**src/rtl/div_pkg.sv**
```systemverilog
// Shared definitions for the serial divide-by-3 block: FSM encoding,
// remainder width and the bit-counter width rule.
package div_pkg;

  localparam int REM_W = 2;

  typedef enum logic [1:0] {
    IDLE = 2'd0,
    RUN  = 2'd1,
    DONE = 2'd2
  } state_t;

  // Counter must hold the value DATA_W itself, not just DATA_W-1.
  function automatic int cnt_width(input int data_w);
    return $clog2(data_w + 1);
  endfunction

endpackage

```
**src/rtl/div3_step.sv**
```systemverilog
// One restoring-division step by 3: folds the next dividend bit into the
// running remainder and yields the quotient bit.
module div3_step
  import div_pkg::*;
(
  input  logic [REM_W-1:0] rem,
  input  logic             data_bit,
  output logic             qbit,
  output logic [REM_W-1:0] rem_next
);

  logic [2:0] t;
  logic [2:0] t_sub;

  // rem stays in 0..2, so t = 2*rem + bit never exceeds 5.
  always_comb begin
    t        = {rem, data_bit};
    qbit     = (t >= 3'd3);
    t_sub    = qbit ? (t - 3'd3) : t;
    rem_next = t_sub[REM_W-1:0];
  end

endmodule

```
**src/rtl/div3_serial.sv**
```systemverilog
// Serial unsigned divide-by-3, MSB first, one bit per clock, with
// valid/ready handshakes on the dividend and result sides.
module div3_serial
  import div_pkg::*;
#(
  parameter int DATA_W = 8
) (
  input  logic              clk,
  input  logic              rst,
  input  logic              in_valid,
  output logic              in_ready,
  input  logic [DATA_W-1:0] in_data,
  output logic              out_valid,
  input  logic              out_ready,
  output logic [DATA_W-1:0] quotient,
  output logic [REM_W-1:0]  remainder,
  output logic              divisible
);

  localparam int CNT_W = cnt_width(DATA_W);

  state_t             state_reg;
  logic [DATA_W-1:0]  shift_reg;
  logic [DATA_W-1:0]  q_work_reg;
  logic [REM_W-1:0]   rem_work_reg;
  logic [CNT_W-1:0]   cnt_reg;
  logic [DATA_W-1:0]  quotient_reg;
  logic [REM_W-1:0]   remainder_reg;

  logic               step_qbit;
  logic [REM_W-1:0]   step_rem_next;
  logic [DATA_W-1:0]  q_work_next;

  div3_step u_step (
    .rem      (rem_work_reg),
    .data_bit (shift_reg[DATA_W-1]),
    .qbit     (step_qbit),
    .rem_next (step_rem_next)
  );

  assign q_work_next = (q_work_reg << 1) | DATA_W'(step_qbit);

  assign in_ready  = (state_reg == IDLE);
  assign out_valid = (state_reg == DONE);
  assign quotient  = quotient_reg;
  assign remainder = remainder_reg;
  assign divisible = (remainder_reg == '0);

  // Working registers are separate from the result registers so the ports
  // keep showing the last completed result while a new division runs.
  always_ff @(posedge clk) begin
    if (rst) begin
      state_reg     <= IDLE;
      shift_reg     <= '0;
      q_work_reg    <= '0;
      rem_work_reg  <= '0;
      cnt_reg       <= '0;
      quotient_reg  <= '0;
      remainder_reg <= '0;
    end else begin
      case (state_reg)
        IDLE: begin
          if (in_valid) begin
            state_reg    <= RUN;
            shift_reg    <= in_data;
            q_work_reg   <= '0;
            rem_work_reg <= '0;
            cnt_reg      <= CNT_W'(DATA_W);
          end
        end
        RUN: begin
          shift_reg    <= shift_reg << 1;
          q_work_reg   <= q_work_next;
          rem_work_reg <= step_rem_next;
          cnt_reg      <= cnt_reg - 1'b1;
          if (cnt_reg == CNT_W'(1)) begin
            state_reg     <= DONE;
            quotient_reg  <= q_work_next;
            remainder_reg <= step_rem_next;
          end
        end
        DONE: begin
          if (out_ready) begin
            state_reg <= IDLE;
          end
        end
        default: state_reg <= IDLE;
      endcase
    end
  end

endmodule

```
**config.mk**
```make
export PLATFORM = sky130hd
export DESIGN_NAME = div3_serial
export DESIGN_NICKNAME = d
export VERILOG_FILES = /design/src/rtl/div_pkg.sv /design/src/rtl/div3_step.sv /design/src/rtl/div3_serial.sv
export SDC_FILE = /design/constraint.sdc
export NUM_CORES = 1
export LEC_CHECK = 0
export BUFFER_PORTS_ARGS = -buffer_cell sky130_fd_sc_hd__buf_2
export CORE_AREA = 2 2 54 56
export DETAILED_ROUTE_END_ITERATION = 16
export DIE_AREA = 0 0 56 58
export GPL_ROUTABILITY_DRIVEN = 0
export PLACE_DENSITY_LB_ADDON = 0.05
export SLEW_MARGIN = 20
export SYNTH_ARGS = -nofsm -noshare
export SYNTH_HDL_FRONTEND = slang
export SYNTH_SLANG_ARGS = --single-unit
```
**constraint.sdc**
```tcl
create_clock -name clk -period 2.45 [get_ports clk]
set_input_delay 0.49 -clock clk [delete_from_list [all_inputs] [get_ports clk]]
set_output_delay 0.49 -clock clk [all_outputs]
set_load 0.03 [all_outputs]
```
==> flow_summary.yaml <==
min_path:
  hp-start: "out_ready"
  hp-class: "in2reg"
  holdPathEnd: "state_reg[1]"
  min_delay_path_depth: 3
setup_path:
  cpMaxStageDelayCell: "dfxtp_1"
  r2r_end: "remainder[0]"
  start_kind: "register"
  crit_required_ps: 1960
  path_buf_inv: 1
  critical-path-max-stage-delay_ps: 720
  cp_top_family: "flip-flops"
  cp-end-kind: "primary output"
  ff2ff_setup_slack_ps: 600
  cp.arrival_ps: 1530
  worstPathCellList: "nor2b_1 -> buf_2"
  r2r-start: "state_reg[0]"
  crit_type: "reg2out"
  worstPathMaxFanout: 21
  r2r_cells: 3
power_and_ir_drop:
  p_leak_nw: 0.685
  powerDensity_mw_per_mm2: 659
  finalPower_mw: 1.10
  vdd_ir_drop_max_mv: 0.516
timing:
  final.setup.tns_ps: 0
  relSlewSlack_pct: 53.8
  fmax_ghz: 0.496
  hold_viol_final: 0
  slew_violations: 0
  finalWorstPathRequiredPeriod_ps: 2020
  worst_pin_slew_ps: 694
  skew_ps: 1.46
  setup_viol: 0
  rsz0062_at_grt: "false"
  fin_crit_sh_pct: 82.3
yosys:
  synth_edf_count: 0
  synth-main-ff-cell: "dfxtp_1"
  seq_area_frac_synth_pct: 43.7
  avgSynthCellArea_um2: 8.54
  synth_top_area_share_pct: 43.7
  yosysWarnings: 0
  synth_area_leaders: "dfxtp_1 44%, a21oi_1 8.3%, nor2_1 4.7%"
  synth_top_cell_by_area: "dfxtp_1"
  synthCells: 177
  yosysUniqueCellTypes: 34
  ys_seq_elements: 33
  syn-num-nets: 192
  synth_area_mm2: 0.00151
  synthArstFlopShare_pct: 0
global_routing:
  track_usage_pct: 20.9
  antenna_found_initial: 0
  grt_pass1_vias: 1220
  grt_pass1_wl_mm: 5.24
  grt_max_degree: 33
  gr-total-overflow: 0
clocking:
  clock_sinks: 33
  h-tree-depth: 2
  root_buffer: "clkbuf_4"
  cts_tree: "built"
  clockBufferDepth: 2
  clk_latency_ps: 330
  cts_hold_buf: 0
  clkTransAtPathRegs_ps: 100
  cts_resized: 0
  numCtsBuffers: 5
  post_cts.repair.setup_buffers: 0
final_layout:
  final_common_cell: "dfxtp_1"
  antenna_cells: 0
  nNetsFinal: 210
  synthToLayoutAreaGrowth_pct: 10.6
  fillers: 245
  drive_above_1_share_pct: 21.9
  final_cell_mix: "33 x dfxtp_1, 25 x a21oi_1, 24 x buf_2, 19 x nor2_1"
status:
  status: "completed"
floorplanning:
  die_area_mm2: 0.00325
  core_mm2: 0.00266
  die_height_um: 58
  initial_core_util_pct: 56.8
  die_w_um: 56
  num_rows: 19
  design.portCount: 25
flow_run:
  max_cap_violations: 0
placement:
  portBuffers: 24
  place_hpwl_mm: 2.13
detailed_routing:
  ant_nets: 0
  detail_route.wl_per_cell_um: 14.4
  dr.pass1.iters: 4
  via_count: 1320
  first_iter_violations: 33
  post-route-drc-count: 0
  wirelength_mm: 3.27
  routed_via_density: 5.81
## cell families (layout without fill, tap and decap cells)
logic type                 after synthesis  count (layout)  share of synthesized area, %
adders and majority gates                3               3                          2.48
and+or+nand+nor                         52              52                          17.7
DFF                                     33              33                          43.7
AOI/OAI and AO/OA                       62              62                          27.2
buffers and inverters                   26              45                          8.28
muxes                                    1               1                         0.662
## routing by layer
layer,global-route usage (%),vias to the layer above,part of all wire (%)
li1,-,663,-
met2,30.1,29,44
met3,6.92,9,4.9
met1,27.4,619,49
met5,0,-,0
met4,12.6,0,2.4
## cell type report
| class | instances | area (µm²) | area share (%) |
|---|---|---|---|
| clock buffers | 7 | 65.1 | 3.89 |
| flip-flops and latches | 33 | 661 | 39.5 |
| clock inverters | 1 | 5.00 | 0.299 |
| inverters | 11 | 41.3 | 2.47 |
| repair buffers | 26 | 135 | 8.08 |
| well taps | 31 | 38.8 | 2.32 |
| multi-input cells | 118 | 726 | 43.4 |
## stage by stage
stage / std cells / instance area, µm² / hold WS (ps) / setup slack (ps) / util (%)
floorplan: 177 / 1510 / 443 / 917 / -
global placement: 219 / 1600 / 462 / 718 / 60.2
detailed placement: 219 / 1600 / 469 / 677 / 60.2
CTS: 227 / 1670 / 410 / 426 / 62.8
global route: 227 / 1670 / 449 / 300 / 62.8
finish: 227 / 1670 / 415 / 435 / 62.8
## power by group
part / internal (mW) / switching [mW] / total (mW)
clock: 0.166 / 0.178 / 0.345
combinational: 0.0685 / 0.0966 / 0.165
sequential: 0.562 / 0.0311 / 0.593
total: 0.796 / 0.306 / 1.10
## worst max-delay path by stage
stage / slack (ps) / startpoint / cells past startpoint / to
5_1_grt: 300 / state_reg[1] / 2 / out_valid
3_5_place_dp: 680 / state_reg[1] / 3 / quotient[3]
2_1_floorplan: 920 / state_reg[0] / 3 / in_ready
6_report: 430 / state_reg[1] / 2 / out_valid
4_1_cts: 430 / state_reg[1] / 2 / out_valid
3_3_place_gp: 720 / state_reg[0] / 3 / remainder[0]
## synthesized netlist by cell type (2+ instances only)
cell type,instances
dfxtp_1,33
a21oi_1,25
nor2_1,19
inv_1,11
o21ai_0,11
nand3_1,8
a22oi_1,7
buf_2,7
o221a_2,6
nand2b_1,5
nor3_1,5
clkbuf_1,4
nand2_1,4
buf_4,3
ha_1,3
nor2b_1,3
nor3b_1,3
a211oi_1,2
o211ai_1,2
o22a_1,2
## worst reg2reg max path, delay by kind of cell, from the launching register on
family        cells  cell delay (ps)
flops             1              710
simple gates      3             1020
Power figures use the tool's default switching activity.
